[config.mk]
export PLATFORM = sky130hd
export DESIGN_NAME = if_stage
export DESIGN_NICKNAME = d
export VERILOG_FILES = /design/src/rtl/if_stage.sv
export SDC_FILE = /design/constraint.sdc
export NUM_CORES = 1
export LEC_CHECK = 0
export BUFFER_PORTS_ARGS = -buffer_cell sky130_fd_sc_hd__buf_4
export CORE_ASPECT_RATIO = 1.2
export CORE_MARGIN = 2
export CORE_UTILIZATION = 40
export CTS_BUF_LIST = sky130_fd_sc_hd__clkbuf_4 sky130_fd_sc_hd__clkbuf_8
export DETAILED_ROUTE_END_ITERATION = 12
export SLEW_MARGIN = 30
export SYNTH_ARGS = -nofsm -noshare
export SYNTH_HDL_FRONTEND = slang
export SYNTH_SLANG_ARGS = --single-unit
[constraint.sdc]
create_clock -name clk -period 9.7 [get_ports clk]
set_input_delay 0.485 -clock clk [delete_from_list [all_inputs] [get_ports clk]]
set_output_delay 0.485 -clock clk [all_outputs]
set_load 0.005 [all_outputs]
[src/rtl/if_stage.sv]
// Instruction fetch stage: PC generation, single-outstanding fetch over req/ack,
// {pc, inst} buffer FIFO. Define IF_BYPASS_EN to forward an ack straight to the outputs when the buffer is empty.
//
// state   | meaning
// --------+-----------------------------------------------------------
// S_IDLE  | after reset, no request; fetch starts next cycle
// S_REQ   | request to fetch_pc outstanding
// S_FULL  | buffer full, request held off until a pop
// S_DRAIN | wrong-path request still outstanding; its data is dropped
module if_stage #(
  parameter logic [31:0] RESET_PC   = 32'h0000_0000,
  parameter int          FIFO_DEPTH = 2
) (
  input  logic        clk,
  input  logic        rst,
  output logic        mem_req_o,
  output logic [31:0] mem_addr_o,
  input  logic        mem_ack_i,
  input  logic [31:0] mem_data_i,
  input  logic        branch_flag_i,
  input  logic [31:0] branch_target_i,
  output logic        inst_valid_o,
  input  logic        inst_ready_i,
  output logic [31:0] pc_o,
  output logic [31:0] inst_o
);

  localparam int AW = $clog2(FIFO_DEPTH);
  localparam int CW = $clog2(FIFO_DEPTH + 1);

  typedef enum logic [1:0] {S_IDLE, S_REQ, S_FULL, S_DRAIN} state_t;

  state_t          state, state_nxt;
  logic [31:0]     fetch_pc;
  logic [31:0]     drain_pc;
  logic [31:0]     fifo_pc   [FIFO_DEPTH];
  logic [31:0]     fifo_inst [FIFO_DEPTH];
  logic [AW-1:0]   rd_ptr, wr_ptr;
  logic [CW-1:0]   count, count_nxt;
  logic            ack_acc, bypass_hit, bypass_take;
  logic            pop, push, fifo_pop;
  logic [31:0]     branch_pc;
  logic            unused_target_bits;

  assign branch_pc          = {branch_target_i[31:2], 2'b00};
  assign unused_target_bits = ^branch_target_i[1:0];

  always_comb begin
    ack_acc = mem_ack_i && (state == S_REQ) && !branch_flag_i;
`ifdef IF_BYPASS_EN
    bypass_hit = ack_acc && (count == '0);
`else
    bypass_hit = 1'b0;
`endif
    bypass_take = bypass_hit && inst_ready_i;
    pop         = inst_valid_o && inst_ready_i && !branch_flag_i;
    push        = ack_acc && !bypass_take;
    fifo_pop    = pop && (count != '0);
    count_nxt   = count + CW'(push) - CW'(fifo_pop);
  end

  always_ff @(posedge clk) begin
    if (rst) begin
      state <= S_IDLE;
    end else begin
      state <= state_nxt;
    end
  end

  always_comb begin
    state_nxt = state;
    case (state)
      S_IDLE:  state_nxt = S_REQ;
      S_REQ: begin
        if (branch_flag_i) begin
          state_nxt = mem_ack_i ? S_REQ : S_DRAIN;
        end else if (ack_acc && (count_nxt == CW'(FIFO_DEPTH))) begin
          state_nxt = S_FULL;
        end
      end
      S_FULL: begin
        if (branch_flag_i || pop) state_nxt = S_REQ;
      end
      S_DRAIN: begin
        if (mem_ack_i) state_nxt = S_REQ;
      end
      default: state_nxt = S_IDLE;
    endcase
  end

  always_comb begin
    mem_req_o  = (state == S_REQ) || (state == S_DRAIN);
    mem_addr_o = 32'h0;
    if (state == S_REQ)   mem_addr_o = fetch_pc;
    if (state == S_DRAIN) mem_addr_o = drain_pc;
    inst_valid_o = (count != '0) || bypass_hit;
    pc_o   = 32'h0;
    inst_o = 32'h0;
    if (count != '0) begin
      pc_o   = fifo_pc[rd_ptr];
      inst_o = fifo_inst[rd_ptr];
    end else if (bypass_hit) begin
      pc_o   = fetch_pc;
      inst_o = mem_data_i;
    end
  end

  // Branch wins over everything: flush the buffer and retarget, even mid-request.
  always_ff @(posedge clk) begin
    if (rst) begin
      fetch_pc <= RESET_PC;
      drain_pc <= 32'h0;
      rd_ptr   <= '0;
      wr_ptr   <= '0;
      count    <= '0;
    end else if (branch_flag_i) begin
      fetch_pc <= branch_pc;
      rd_ptr   <= '0;
      wr_ptr   <= '0;
      count    <= '0;
      if (state == S_REQ) drain_pc <= fetch_pc;
    end else begin
      if (ack_acc)  fetch_pc <= fetch_pc + 32'd4;
      if (push)     wr_ptr   <= wr_ptr + AW'(1);
      if (fifo_pop) rd_ptr   <= rd_ptr + AW'(1);
      count <= count_nxt;
    end
  end

  always_ff @(posedge clk) begin
    if (push) begin
      fifo_pc[wr_ptr]   <= fetch_pc;
      fifo_inst[wr_ptr] <= mem_data_i;
    end
  end

endmodule

==> impl_metrics.json <==
{
  "status": "complete, no violations",
  "synth-main-ff-cell": "edfxtp_1",
  "clock-root-buffer": "clkbuf_8",
  "tightest_slew_ns": 0.751,
  "numCtsBuffers": 17,
  "num_io_pins": 167,
  "wl_per_cell_um": 16.5,
  "worst_path_max_delay_cell": "buf_4",
  "avgViaCountPerCell": 4.98,
  "final_cell_area_um2": 10100,
  "yosys_warnings": 0,
  "grtUsageTotal_pct": 17.5,
  "r2r.worst_path.cells": 4,
  "maxCapViolCount": 0,
  "row_count": 57,
  "critical_path_class": "flip-flop to flip-flop",
  "multi_input_area_um2": 2950,
  "clock-sinks": 191,
  "clock_path_buffers": 2,
  "r2r_start": "state[1]",
  "fin_setup_tns_ns": 0,
  "antenna_left": 0,
  "place_ws_ns": 6.67,
  "antenna_found_initial": 0,
  "grt_start_max_net_pins": 69,
  "required_ns": 9.79,
  "grt_pass1_wl_um": 29300,
  "fillers": 1848,
  "path_cells": "nand3b_2, nand2b_1, nor2_4, buf_4",
  "cp_max_fo": 38,
  "drt_iter0_markers": 278,
  "rsz0062_at_grt": "false",
  "yosys-top-cells-area": "edfxtp_1 45%, dfxtp_1 16%, mux2i_1 12%",
  "overflow": 0,
  "synth_compound_area_share_pct": 4.40,
  "nNetsFinal": 922,
  "cp-endpoint": "fifo_inst[1][19]",
  "synth_common_cells": "124 x edfxtp_1, 99 x nor2_1, 95 x mux2i_1, 77 x nand2_1, 67 x dfxtp_1",
  "period_share_pct": 30.8,
  "worstSetupEndpointType": "flip-flop",
  "dp_hpwl_um": 12300,
  "synth_cell_types": 38,
  "report.final.slew_viol_count": 0,
  "critical-path-max-stage-delay_ns": 0.62,
  "first_global_vias": 5655,
  "async_reset_ff_share_pct": 0,
  "final-instance-count-excl-fill": 1127,
  "crit_start": "state[1]",
  "drive_above_1_share_pct": 24.7,
  "dieHeight_um": 161,
  "path_depth": 4,
  "drc_errors": 0,
  "synth_xor_area_share_pct": 3.10,
  "syn_inst": 707,
  "place.gp.congestion": 0.782,
  "cts_setup_buffers": 0,
  "power.density_nw_per_um2": 153,
  "cts_tree": "done",
  "r2r-end": "fifo_inst[1][19]",
  "regArea_um2": 5070,
  "crit_family": "simple AND/OR/NAND/NOR gates",
  "fin_ws_ns": 6.72,
  "synth_top_area_share_pct": 45.5,
  "max_freq_mhz": 335,
  "startpoint_type": "flip-flop",
  "hold_viol": 0,
  "path_clk_slew_ns": 0.09,
  "syn-cell-area_um2": 8190,
  "dieWidth_um": 135,
  "vias": 5611,
  "max-slew-margin-rel_pct": 50.0,
  "synthMuxAreaShare_pct": 11.6,
  "ctsResizeCount": 0,
  "syn_avg_cell_area_um2": 11.6,
  "cts_hold_buf": 0,
  "path_buf_inv": 1,
  "clock_latency_ns": 0.45,
  "synth.most_common_cell": "edfxtp_1",
  "core_um2": 20200,
  "synth-seq-area-share_pct": 61.9,
  "ff2ff_setup_slack_ns": 6.72,
  "h-tree-depth": 4,
  "synth-adder-area-share_pct": 0.458,
  "synth_simple_gate_area_share_pct": 15.8,
  "initial_core_util_pct": 40.6,
  "ys_seq_elements": 191,
  "holdCritPathClass": "input port to flip-flop",
  "synth_top_family_by_area": "simple AND/OR/NAND/NOR gates",
  "finalSetupViolCount": 0,
  "n_antenna_cell": 0,
  "placedCellCount": 1096,
  "synth_edf_count": 124,
  "period_needed_ns": 2.98,
  "dieArea_um2": 21600,
  "skew_ns": 0.0118,
  "port_buffers": 160,
  "cp.arrival_ns": 3.07,
  "vdd_ir_drop_max_uv": 77.1,
  "place_area_um2": 9670,
  "post-synth-top-area-cell": "edfxtp_1",
  "dr.pass1.iters": 5,
  "area.growth.synth_to_final_pct": 22.9,
  "routed_wl_um": 18600,
  "leakagePower_nw": 3.52
}
## cells by family after synthesis
group                    count (synthesis)
AND/OR/NAND/NOR                        272
flip-flops                             191
multiplexers                            95
AO/OA/AOI/OAI                           60
buffers and inverters                   56
XOR/XNOR                                29
adder cells (fa/ha/maj)                  3
other                                    1
## worst min-delay path by stage
stage | from | end | slack [ns] | depth (start not counted)
4_1_cts | mem_data_i[15] | fifo_inst[1][15] | 0.18 | 1
2_1_floorplan | fetch_pc[15] | fifo_pc[0][15] | 0.42 | 0
3_5_place_dp | drain_pc[18] | drain_pc[18] | 0.45 | 2
3_3_place_gp | drain_pc[13] | drain_pc[13] | 0.44 | 2
6_report | mem_data_i[15] | fifo_inst[1][15] | 0.22 | 1
5_1_grt | mem_data_i[16] | fifo_inst[1][16] | 0.18 | 1
## flip-flops by register name (all words and copies together), names as in the netlist, named ones only
signal	cells
drain_pc	30
fetch_pc	30
wr_ptr	1
count	2
rd_ptr	1
fifo_pc	60
fifo_inst	64
state	2
## routing by layer
layer	vias to the layer above	GRT usage, %	wire length [µm]	part of all wire (%)
li1	2764	-	-	-
met1	2713	21.3	7870	42
met2	119	31.5	9770	53
met3	15	3.31	705	3.8
met4	0	4.83	260	1.4
met5	-	0	0	0
## placed cells by master, fill, tap and decap left out, drive strengths merged, types with 8 or more instances in the layout
master	count
xor2	19
inv	9
nor3b	9
mux2i	95
nor3	13
nor4	8
a21oi	38
nor2b	31
edfxtp	124
xnor2	10
dfxtp	67
clkbuf	18
nand2	77
nand3	16
nor2	99
nand4	8
buf	169
a211oi	18
## stage by stage
stage	power [mW]	utilization, %	hold WS (ns)
CTS	1.56	49.8	0.185
floorplan	0.993	-	0.424
finish	1.54	49.9	0.215
detailed placement	1.06	47.9	0.446
global placement	1.05	47.7	0.441
global route	1.60	49.9	0.176
## power by group
part,switching [mW],internal [mW],total (mW),leakage [nW]
logic,0.0609,0.0596,0.121,1.67
clock network,0.273,0.232,0.505,0.184
registers,0.0271,0.889,0.916,1.67
## area by class of cell
type                    instances  area share, %
well taps                     265           3.30
flip-flops and latches        191           50.4
repair buffers                169           12.9
clock inverters                13           1.41
multi-input cells             463           29.3
clock buffers                  18           2.40
inverters                       8          0.298
Power figures use the tool's default switching activity.
